**config.mk**
```make
export PLATFORM = sky130hd
export DESIGN_NAME = user_input_port
export DESIGN_NICKNAME = d
export VERILOG_FILES = /design/src/rtl/user_input_port_pkg.sv /design/src/rtl/user_input_port_key_debouncer.sv /design/src/rtl/user_input_port.sv
export SDC_FILE = /design/constraint.sdc
export NUM_CORES = 1
export LEC_CHECK = 0
export ABC_CLOCK_PERIOD_IN_PS = 2080
export BUFFER_PORTS_ARGS = -buffer_cell sky130_fd_sc_hd__buf_2
export CAP_MARGIN = 40
export CORE_UTILIZATION = 44
export CTS_BUF_LIST = sky130_fd_sc_hd__clkbuf_16
export DETAILED_ROUTE_END_ITERATION = 8
export SYNTH_ARGS = -nofsm -noshare
export SYNTH_HDL_FRONTEND = slang
export SYNTH_SLANG_ARGS = --single-unit
```
**constraint.sdc**
```tcl
create_clock -name clk -period 2.08 [get_ports clk]
set_input_delay 0.208 -clock clk [delete_from_list [all_inputs] [get_ports clk]]
set_output_delay 0.208 -clock clk [all_outputs]
set_load 0.01 [all_outputs]
```
**src/rtl/user_input_port_pkg.sv**
```systemverilog
// Shared definitions for the operator input path.
// Holds the default debounce interval, synchroniser depth, the ENTER key index,
// key/switch widths and the encoding of the one-entry capture buffer FSM.
package user_input_port_pkg;

  localparam int DEFAULT_DEBOUNCE_CYCLES = 1000000;  // 20 ms at 50 MHz
  localparam int DEFAULT_SYNC_STAGES     = 2;
  localparam int DEFAULT_ENTER_KEY       = 0;
  localparam int NUM_KEYS                = 4;
  localparam int SW_WIDTH                = 8;

  // Capture buffer state: FULL means din holds a value not yet taken.
  typedef enum logic [0:0] {
    ST_EMPTY = 1'b0,
    ST_FULL  = 1'b1
  } buf_state_e;

endpackage

```
**src/rtl/user_input_port_key_debouncer.sv**
```systemverilog
// key_debouncer: synchroniser plus debounce filter for one active-low pushbutton.
// Ports:
//   clk      in  system clock
//   reset    in  synchronous, active-high reset
//   key_raw  in  raw active-low key, asynchronous to clk
//   level    out debounced level, 1 = pressed
//   press    out one-cycle pulse on the cycle level rises
module key_debouncer
  import user_input_port_pkg::*;
#(
  parameter int DEBOUNCE_CYCLES = DEFAULT_DEBOUNCE_CYCLES,
  parameter int SYNC_STAGES     = DEFAULT_SYNC_STAGES
) (
  input  logic clk,
  input  logic reset,
  input  logic key_raw,
  output logic level,
  output logic press
);

  localparam int CNT_W = (DEBOUNCE_CYCLES > 2) ? $clog2(DEBOUNCE_CYCLES) : 1;
  localparam logic [CNT_W-1:0] CNT_LAST = CNT_W'(DEBOUNCE_CYCLES - 1);

  logic [SYNC_STAGES-1:0] sync_r;
  logic                   pressed_s;
  logic                   stable_r;
  logic                   press_r;
  logic [CNT_W-1:0]       cnt_r;

  // The synchroniser is reset to "released" so a key held through reset is
  // seen as a fresh press once reset is released.
  assign pressed_s = ~sync_r[SYNC_STAGES-1];

  // Synchroniser shift chain for the raw key.
  always_ff @(posedge clk) begin
    if (reset) begin
      sync_r <= {SYNC_STAGES{1'b1}};
    end else begin
      sync_r <= {sync_r[SYNC_STAGES-2:0], key_raw};
    end
  end

  // Debounce: accept a new level only after it differs from stable for
  // DEBOUNCE_CYCLES consecutive cycles; any return to stable restarts the count.
  always_ff @(posedge clk) begin
    if (reset) begin
      stable_r <= 1'b0;
      cnt_r    <= '0;
      press_r  <= 1'b0;
    end else if (pressed_s == stable_r) begin
      cnt_r    <= '0;
      press_r  <= 1'b0;
    end else if (cnt_r == CNT_LAST) begin
      stable_r <= pressed_s;
      cnt_r    <= '0;
      // Pulse only on released->pressed; releases give no pulse.
      press_r  <= pressed_s;
    end else begin
      cnt_r    <= cnt_r + CNT_W'(1);
      press_r  <= 1'b0;
    end
  end

  assign level = stable_r;
  assign press = press_r;

endmodule

```
**src/rtl/user_input_port.sv**
```systemverilog
// user_input_port: operator input side of the board I/O path.
// Debounces four active-low pushbuttons, synchronises eight data switches and
// captures the switch value into a one-entry buffer on an ENTER press. The
// buffer is offered downstream through a valid/ready handshake.
// Ports:
//   clk, reset   system clock, synchronous active-high reset
//   key_raw[4]   raw active-low pushbuttons
//   sw_raw[8]    raw data switches (synchronised, not debounced)
//   gpi[4]       debounced key levels, 1 = pressed
//   gpi_press[4] one-cycle pulse per debounced press
//   din[8]       captured switch value
//   din_val      buffer holds an unconsumed value
//   din_rdy      consumer takes din this cycle when din_val is high
//   overrun      sticky flag: an ENTER press was dropped on a full buffer
//   overrun_clr  clears overrun (a simultaneous new drop wins)
module user_input_port
  import user_input_port_pkg::*;
#(
  parameter int DEBOUNCE_CYCLES = DEFAULT_DEBOUNCE_CYCLES,
  parameter int SYNC_STAGES     = DEFAULT_SYNC_STAGES,
  parameter int ENTER_KEY       = DEFAULT_ENTER_KEY
) (
  input  logic                clk,
  input  logic                reset,
  input  logic [NUM_KEYS-1:0] key_raw,
  input  logic [SW_WIDTH-1:0] sw_raw,
  output logic [NUM_KEYS-1:0] gpi,
  output logic [NUM_KEYS-1:0] gpi_press,
  output logic [SW_WIDTH-1:0] din,
  output logic                din_val,
  input  logic                din_rdy,
  output logic                overrun,
  input  logic                overrun_clr
);

  logic [SYNC_STAGES-1:0][SW_WIDTH-1:0] sw_sync_r;
  logic [SW_WIDTH-1:0]                  sw_synced_s;
  logic                                 enter_s;
  buf_state_e                           state_r;
  buf_state_e                           state_next_s;
  logic                                 din_load_s;
  logic                                 overrun_set_s;
  logic [SW_WIDTH-1:0]                  din_r;
  logic                                 overrun_r;

  for (genvar i = 0; i < NUM_KEYS; i++) begin : g_key
    key_debouncer #(
      .DEBOUNCE_CYCLES(DEBOUNCE_CYCLES),
      .SYNC_STAGES    (SYNC_STAGES)
    ) u_key_debouncer (
      .clk    (clk),
      .reset  (reset),
      .key_raw(key_raw[i]),
      .level  (gpi[i]),
      .press  (gpi_press[i])
    );
  end

  // Switch synchroniser chain; switches are levels so no debounce is applied.
  always_ff @(posedge clk) begin
    if (reset) begin
      sw_sync_r <= '0;
    end else begin
      sw_sync_r <= {sw_sync_r[SYNC_STAGES-2:0], sw_raw};
    end
  end

  assign sw_synced_s = sw_sync_r[SYNC_STAGES-1];
  assign enter_s     = gpi_press[ENTER_KEY];

  // Buffer FSM state register.
  always_ff @(posedge clk) begin
    if (reset) begin
      state_r <= ST_EMPTY;
    end else begin
      state_r <= state_next_s;
    end
  end

  // Buffer FSM next state: a press together with a transfer refills in place.
  always_comb begin
    state_next_s = state_r;
    case (state_r)
      ST_EMPTY: begin
        if (enter_s) begin
          state_next_s = ST_FULL;
        end else begin
          state_next_s = ST_EMPTY;
        end
      end
      ST_FULL: begin
        if (din_rdy && !enter_s) begin
          state_next_s = ST_EMPTY;
        end else begin
          state_next_s = ST_FULL;
        end
      end
      default: state_next_s = ST_EMPTY;
    endcase
  end

  // Buffer FSM actions: when to load din and when a press is dropped.
  always_comb begin
    din_load_s    = 1'b0;
    overrun_set_s = 1'b0;
    case (state_r)
      ST_EMPTY: begin
        din_load_s = enter_s;
      end
      ST_FULL: begin
        if (enter_s && din_rdy) begin
          din_load_s = 1'b1;
        end else if (enter_s) begin
          overrun_set_s = 1'b1;
        end else begin
          din_load_s    = 1'b0;
          overrun_set_s = 1'b0;
        end
      end
      default: begin
        din_load_s    = 1'b0;
        overrun_set_s = 1'b0;
      end
    endcase
  end

  // Data and overrun registers; din keeps its last value after a transfer.
  always_ff @(posedge clk) begin
    if (reset) begin
      din_r     <= '0;
      overrun_r <= 1'b0;
    end else begin
      if (din_load_s) begin
        din_r <= sw_synced_s;
      end else begin
        din_r <= din_r;
      end
      // A dropped press in the same cycle as a clear keeps the flag set.
      if (overrun_set_s) begin
        overrun_r <= 1'b1;
      end else if (overrun_clr) begin
        overrun_r <= 1'b0;
      end else begin
        overrun_r <= overrun_r;
      end
    end
  end

  assign din     = din_r;
  assign din_val = (state_r == ST_FULL);
  assign overrun = overrun_r;

endmodule

```
=== Yosys cells after proc, flatten, opt, wreduce, memory -nomap -nowiden ===
Index checks and enable logic that the tools add are counted.

* Output and inout bits: 18
* Register bits after elaboration: 122
* Word-level logic and storage cells: 71

* Bitwise operators: 13
* Add/subtract/negate cells: 4
* Reduce and logical (&&, ||, !) cells: 16
* Equality and inequality tests: 8
* Mux-type cells: 9

{| class="wikitable"
|+ Operators with widths
! kind !! count
|-
| $add 20x1->20 const B || 4
|-
| $eq 20x20->1 const B || 4
|-
| $reduce_or 3->1 || 8
|-
| $not 1->1 || 13
|-
| $reduce_and 2->1 || 4
|-
| $mux 1 || 7
|-
| $eq 1x1->1 || 4
|-
| $pmux 1 s2 || 2
|-
| $logic_and 1x1->1 || 2
|-
| $reduce_bool 2->1 || 1
|-
| $logic_not 1->1 || 1
|}

=== Logic depth before layout (Yosys ltp) ===
Gate-level depths: netlist (run 1).

* Depth after elaboration: 4
* Depth in mapped cells: 6
* Mapped depth without buffers: 5

=== Cells and area by module ===
From an unflattened synthesis (run 1), not the netlist that was laid out.

* Cells, all modules: 542
* Area total of the unflattened synthesis: 5067.4 µm²

{| class="wikitable"
|+ Modules (own cells, without submodules)
! module !! cells an instance !! instances !! area each (µm²)
|-
| key_debouncer || 116 || 4 || 1047.3
|-
| user_input_port || 78 || 1 || 878.3
|}

=== Least setup slack after synthesis (run 1) ===
Ideal clock, no wire load.

* Path type: reg-to-reg
* From: register g_key[2].u_key_debouncer.cnt_r[15]
* To: register g_key[2].u_key_debouncer.cnt_r[17]
* Cell stages (with the launch flop): 6
* Data required time: 1955 ps
* Path buffers: 1
* Clock period less this slack: 1892 ps
* Arrival: 1766 ps
* Slack: 188 ps
* Path through: dfxtp_1 > or4b_2 > nor4_1 > a311o_1 > buf_4 > a21oi_1

* Longest elaborated chain between the ends: 2

{| class="wikitable"
|+ Ends and longest elaborated chain
! what !! RTL line !! text
|-
| start, declared || user_input_port_key_debouncer.sv:28 || <nowiki>logic [CNT_W-1:0] cnt_r;</nowiki>
|-
| start signal, assigned || user_input_port_key_debouncer.sv:59 || <nowiki>cnt_r <= cnt_r + CNT_W'(1);</nowiki>
|-
| parallel branches: the longest is 2 deep, another holds $add 20x1->20 || - ||
|}

Several ways; the timed one is not identified.
A chain may end at the register's enable or synchronous reset.

=== Worst setup path after layout (run 1) ===
* From: register g_key[2].u_key_debouncer.cnt_r[15]
* To: register g_key[2].u_key_debouncer.cnt_r[4]

* Longest elaborated chain between the ends: 2

{| class="wikitable"
|+ Ends and longest elaborated chain
! what !! RTL line !! text
|-
| $eq 20x20->1 || user_input_port_key_debouncer.sv:53 || <nowiki>end else if (cnt_r == CNT_LAST) begin</nowiki>
|-
| $reduce_or 3->1 (no source line) || - ||
|}

No other way between the ends.

==> results of run 1 <==
-- metal layers --
metal	share of wire (%)	up-vias	track usage [%]	wire, um
met2	46	49	27.4	4310
met4	1.9	0	7.92	178
met5	0	-	0	0
met1	49	1776	21.2	4520
li1	-	1996	-	-
met3	3.2	15	5.97	294
-- stage by stage --
step	hold slack [ns]	instance area [um^2]
floorplan	0.312	4990
global placement	0.395	5340
detailed placement	0.393	5340
CTS	0.0124	5990
global route	0.00582	6000
finish	0.0190	6000
-- logic make-up (layout without fill, tap and decap cells) --
kind of cell             after synthesis  after routing  synth area share, %
AO/OA/AOI/OAI                         53             53                 6.62
XOR/XNOR                              56             56                 9.84
adder cells (fa/ha/maj)                4              4                 1.00
buffers and inverters                 47            112                 4.37
flip-flops                           122            122                 49.0
multiplexers                           8              8                 1.61
AND/OR/NAND/NOR                      253            253                 27.6
-- final cells by class --
class                   instances  area, um^2
repair buffers                 62         400
inverters                      18        67.6
well taps                     140         175
clock inverters                15         156
clock buffers                  17         425
fillers                      1044        4930
flip-flops and latches        122        2440
multi-input cells             374        2330
-- worst paths after layout --
check / to / slack (ns) / cells after the start
worst min register to register: g_key[1].u_key_debouncer.sync_r[1] / 0.40 / 1
worst max register to register: g_key[2].u_key_debouncer.cnt_r[4] / 0.11 / 5
worst min-delay path: sw_sync_r[4] / 0.02 / 2
worst max-delay path: g_key[2].u_key_debouncer.cnt_r[4] / 0.11 / 5
-- flip-flops by register name, indices dropped and copies added, names as in the netlist --
signal	flops
sw_sync_r	8
g_key.u_key_debouncer.sync_r	8
sw_synced_s	8
g_key.u_key_debouncer.cnt_r	80
g_key.u_key_debouncer.level	4
din_val	1
overrun	1
din	8
g_key.u_key_debouncer.press	4
-- where the power goes --
part | internal [W] | total (W) | leakage [nW] | switching (W)
logic | 0.0000420 | 0.0000817 | 0.827 | 0.0000396
clock network | 0.00186 | 0.00285 | 0.289 | 0.000997
registers | 0.00236 | 0.00237 | 0.988 | 0.00000956
total | 0.00426 | 0.00531 | 2.10 | 0.00105
-- what timing repair did --
action / in CTS / in global routing
gates resized for setup: 0 / 2
hold buffers: 7 / 0
setup endpoints to repair: 0 / 6
endpoints found under the hold margin: 7 / 0
-- layout by cell type (no fill, tap or decap), drive strengths merged, types with 2 or more instances in the layout --
| master | instances |
|---|---|
| dfxtp | 122 |
| nor2 | 78 |
| buf | 55 |
| xnor2 | 29 |
| xor2 | 27 |
| nand3 | 27 |
| a21oi | 25 |
| nand4 | 24 |
| nand2 | 21 |
| inv | 19 |
| nor2b | 18 |
| clkbuf | 17 |
| nor4 | 15 |
| or2 | 11 |
| nor3 | 10 |
| o21ai | 10 |
| or4 | 10 |
| clkinv | 10 |
| and4 | 9 |
| or3 | 9 |
| mux2i | 8 |
| dlygate4sd3 | 7 |
| o31ai | 6 |
| and3 | 6 |
| a31o | 4 |
| or4b | 4 |
| ha | 4 |
| nor4b | 3 |
| bufinv | 3 |
| a311o | 2 |
| a211o | 2 |
| a311oi | 2 |
| a41o | 2 |
| nand4b | 2 |
| and2 | 2 |
==> run_results.csv, run 1 <==
group,metric,value,unit
grt,grt_use_total,17.4,%
yosys,synth_async_sr_flop_share,0,%
setup_path,crit_family,"simple AND/OR/NAND/NOR gates",
place,hpwl,6340,um
setup_path,cp-end-kind,"register",
timing,relSlewSlack,65.8,%
timing,fin_skew,0.00869,ns
place,dpl_worst_slack,0.0904,ns
clocking,clock_path_buffers,2,
floorplan,die_x,108,um
grt,antenna_found_initial,0,
drt,drt_first_pass_iters,5,
power_and_ir_drop,ir_drop,0.703,mV
run,cap_violations,0,
yosys,yosysTopAreaCellShare,49.0,%
yosys,yosysMostFrequentCell,"dfxtp_1",
clocking,cts.root.buffer_cell,"clkbuf_16",
cells_and_area,nets,615,
setup_path,crit_chain,"or4b_2 > nor4_1 > a311o_1 > buf_4 > nor2_1",
yosys,syn_inst,543,
yosys,syn_area,4990,um^2
drt,drtAntennaViolNets,0,
timing,slew_violations,0,
yosys,seq_area_frac_synth,49.0,%
timing,min_period,1.97,ns
worst_hold_path,hold_start,"sw_raw[4]",
clocking,postCtsSetupBuffers,0,
yosys,yosys.area.top_type,"dfxtp_1",
drt,num_vias,3836,
timing,tightest_slew,0.513,ns
grt,grt_pass1_vias,3579,
drt,drt_iter0_drc,166,
power_and_ir_drop,powerDensity,885,nW/um^2
timing,fin_crit_sh,94.9,%
grt,grt_pass1_wl,15900,um
yosys,ys_warn_count,0,
floorplan,die_area,11800,um^2
setup_path,critPathBufInv,1,
drt,route.detailed.drc,0,
cells_and_area,area_delta_synth_final,20.4,%
grt,grt.overflow.total,0,
cells_and_area,antenna_cells,0,
timing,setup_slack,0.106,ns
clocking,clock_sinks,122,
floorplan,start_util,45.6,%
drt,wl,9300,um
place,dpl.cell_count,709,
yosys,ys_top_cells_by_count,"dfxtp_1 (122), nor2_1 (78), xnor2_1 (29), xor2_1 (27), nand3_1 (26)",
setup_path,cpPeakStageDelay,0.68,ns
floorplan,coreArea,10900,um^2
setup_path,cp_max_fo,11,
yosys,synth-seq-cells,122,
cells_and_area,stdcell_count,748,
floorplan,io_pins,34,
clocking,cts_tree,"done",
yosys,yosysUniqueCellTypes,43,
cells_and_area,layout-drive-gt1-share,18.4,%
yosys,synth.avg_cell_area,9.18,um^2
place,io_buffers,33,
timing,fin_setup_tns,0,ns
drt,via_per_inst,5.13,
floorplan,rows,38,
place,finalWeightedCongestion,0.775,
grt,grt_max_degree,24,
worst_hold_path,hp-class,"in -> reg",
clocking,cts_max_level,4,
floorplan,die_height,108,um
yosys,synth-edff-count,0,
setup_path,crit_type,"reg -> reg",
drt,drt-wirelength-per-cell,12.4,um
setup_path,crit_start,"g_key[2].u_key_debouncer.cnt_r[15]",
timing,rsz0062_at_grt,"false",
clocking,clock_latency,0.41,ns
clocking,clk_pin_slew,0.05,ns
timing,max_freq,0.507,GHz
setup_path,cp.required,2.38,ns
outcome,status,"complete, no violations",
power_and_ir_drop,p_total,0.00531,W
power_and_ir_drop,leakage,2.10,nW
timing,report.final.hold_viol_count,0,
cells_and_area,final_util,54.9,%
setup_path,r2r-start,"g_key[2].u_key_debouncer.cnt_r[15]",
yosys,synthTopCellsByArea,"dfxtp_1 (49%), nor2_1 (5.9%), xnor2_1 (5.1%), xor2_1 (4.7%), nand4_1 (3.0%)",
clocking,cts_made_buffers,17,
setup_path,crit_slowest_cell,"or4b_2",
setup_path,cp.arrival,2.27,ns
timing,setup_violations,0,
setup_path,start_kind,"register",
yosys,synthFlopType,"dfxtp_1",
yosys,syn-num-nets,563,
Power figures use the tool's default switching activity.
==> run 2: changes to the inputs <==
--- a/config.mk
+++ b/config.mk
@@ -5,6 +5,7 @@
 export SDC_FILE = /design/constraint.sdc
 export NUM_CORES = 1
 export LEC_CHECK = 0
+export ABC_AREA = 1
 export ABC_CLOCK_PERIOD_IN_PS = 2080
 export BUFFER_PORTS_ARGS = -buffer_cell sky130_fd_sc_hd__buf_2
 export CAP_MARGIN = 40
==> run_results.csv, run 2 <==
group,metric,value,unit
timing,min_period,1.55,ns
grt,grt_use_total,18.6,%
floorplan,start_util,45.0,%
clocking,cts_made_buffers,17,
clocking,clock_sinks,122,
setup_path,cp-end-kind,"register",
yosys,seq_area_frac_synth,43.0,%
place,hpwl,8400,um
yosys,synth-seq-cells,122,
place,dpl.cell_count,1004,
timing,max_freq,0.644,GHz
timing,slew_violations,0,
yosys,yosysTopAreaCellShare,43.0,%
yosys,synth_async_sr_flop_share,0,%
drt,drt_first_pass_iters,4,
timing,setup_violations,0,
timing,tightest_slew,0.431,ns
clocking,postCtsSetupBuffers,0,
grt,antenna_found_initial,0,
timing,fin_setup_tns,0,ns
yosys,synth-edff-count,0,
yosys,yosys.area.top_type,"dfxtp_1",
yosys,syn_area,5680,um^2
clocking,clock_latency,0.40,ns
cells_and_area,area_delta_synth_final,15.4,%
setup_path,start_kind,"register",
cells_and_area,multiInputGateArea,2780,um^2
timing,setup_slack,0.527,ns
place,finalWeightedCongestion,0.924,
cells_and_area,largest-register,"g_key.u_key_debouncer.cnt_r",
floorplan,rows,41,
clocking,cts_tree,"done",
floorplan,io_pins,34,
yosys,syn-num-nets,833,
yosys,synthTopCellsByArea,"dfxtp_1 (43%), nor2_1 (13%), nand2_1 (12%), inv_1 (5.4%), nand3_1 (4.1%)",
power_and_ir_drop,leakage,2.29,nW
grt,grt.overflow.total,0,
floorplan,die_height,116,um
power_and_ir_drop,ir_drop,0.628,mV
cells_and_area,final_cell_mix,"nor2_1 (200), nand2_1 (177), dfxtp_1 (122), inv_1 (85), nand3_1 (47)",
grt,grt_pass1_wl,19500,um
yosys,yosysMostFrequentCell,"nor2_1",
setup_path,crit_type,"reg -> reg",
timing,fin_crit_sh,74.7,%
cells_and_area,largest_reg_flops,80,
grt,grt_pass1_vias,4445,
grt,grt_max_degree,21,
yosys,ys_warn_count,0,
yosys,yosysUniqueCellTypes,28,
clocking,cts_max_level,4,
timing,relSlewSlack,71.2,%
cells_and_area,nets,876,
run,cap_violations,0,
place,io_buffers,33,
cells_and_area,stdcell_count,1040,
clocking,clk_pin_slew,0.05,ns
setup_path,crit_family,"simple AND/OR/NAND/NOR gates",
drt,drt-wirelength-per-cell,11.0,um
cells_and_area,layout-drive-gt1-share,12.0,%
drt,drtAntennaViolNets,0,
cells_and_area,layout_commonest_cell,"nor2_1",
drt,via_per_inst,4.70,
place,dpl_worst_slack,0.519,ns
setup_path,critPathBufInv,0,
drt,drt_iter0_drc,209,
floorplan,die_area,13400,um^2
yosys,ys_top_cells_by_count,"nor2_1 (200), nand2_1 (177), dfxtp_1 (122), inv_1 (82), nand3_1 (47)",
yosys,synthFlopType,"dfxtp_1",
drt,num_vias,4887,
timing,fin_skew,0.00633,ns
floorplan,die_x,116,um
setup_path,crit_slowest_cell,"dfxtp_1",
setup_path,crit_chain,"ha_1 > nand3_2 > nor2_2 > nand3_2 > nand2_4 > nor2_1",
cells_and_area,antenna_cells,0,
clocking,cts.root.buffer_cell,"clkbuf_16",
setup_path,cpPeakStageDelay,0.38,ns
setup_path,cp.arrival,1.83,ns
timing,report.final.hold_viol_count,0,
drt,route.detailed.drc,0,
outcome,status,"complete, no violations",
timing,rsz0062_at_grt,"false",
power_and_ir_drop,powerDensity,782,nW/um^2
setup_path,cp_max_fo,19,
setup_path,cp.required,2.36,ns
floorplan,coreArea,12600,um^2
cells_and_area,fill_cells,1300,
setup_path,cp_common_cell,"nand3_2",
power_and_ir_drop,p_total,0.00513,W
yosys,synth.avg_cell_area,6.98,um^2
cells_and_area,area.sequential,2440,um^2
drt,wl,11400,um
cells_and_area,final_util,51.9,%
clocking,clock_path_buffers,2,
worst_hold_path,hp-class,"in -> reg",
yosys,syn_inst,813,
## run 2: logic make-up (layout without fill, tap and decap cells)
kind of cell             Yosys count  count (layout)  share of synthesized area [%]
AND/OR/NAND/NOR                  498             498                           37.7
flip-flops                       122             122                           43.0
buffers and inverters            104             159                           8.09
AO/OA/AOI/OAI                     45              45                           4.10
XOR/XNOR                          40              40                           6.17
adder cells (fa/ha/maj)            4               4                          0.881
## run 2: path summary, 6_finish.rpt
check / from / to / slack [ns] / cells after the start
setup reg to reg: g_key[0].u_key_debouncer.cnt_r[0] / g_key[0].u_key_debouncer.cnt_r[11] / 0.53 / 6
hold reg to reg: sw_sync_r[2] / sw_synced_s[2] / 0.40 / 2
hold / removal: sw_raw[3] / sw_sync_r[3] / 0.02 / 3
setup / recovery: g_key[0].u_key_debouncer.cnt_r[0] / g_key[0].u_key_debouncer.cnt_r[11] / 0.53 / 6
## run 2: tightest hold or removal path, stage by stage
cell and delay (ns):
buf_2 0.08, inv_1 0.03, nor2_1 0.07
## run 2: layer usage
metal,GRT usage (%),vias to the layer above,part of all wire (%)
li1,-,2597,-
met1,23.5,2210,50
met2,30.2,69,46
met3,5.13,11,3.4
met4,6.93,0,1.2
met5,0,-,0
## run 2: area by class of cell
cell class	count	share of cell area, %
Inverter	84	4.81
Clock buffer	17	6.49
Sequential cell	122	37.3
Tap cell	172	3.28
Timing Repair Buffer	44	3.97
Clock inverter	14	1.78
Multi-Input combinational cell	587	42.4
## run 2: where the power goes
group | total (W) | switching (W) | internal [W]
clock network | 0.00267 | 0.000956 | 0.00171
logic | 0.0000857 | 0.0000496 | 0.0000361
registers | 0.00237 | 0.00000761 | 0.00236
total | 0.00513 | 0.00101 | 0.00411
## run 2: what timing repair did
item | 4_1_cts | 5_1_grt
endpoints found under the setup margin | 0 | 0
hold buffers | 4 | 1
hold endpoints to repair | 4 | 1
resized for setup | 0 | 0
## run 2: per-stage QoR
step | area, um^2 | hold slack, ns
2_1_floorplan | 5680 | 0.312
3_3_place_gp | 5960 | 0.390
3_5_place_dp | 5960 | 0.392
4_1_cts | 6540 | 0.00165
5_1_grt | 6550 | 0.0148
6_report | 6550 | 0.0172
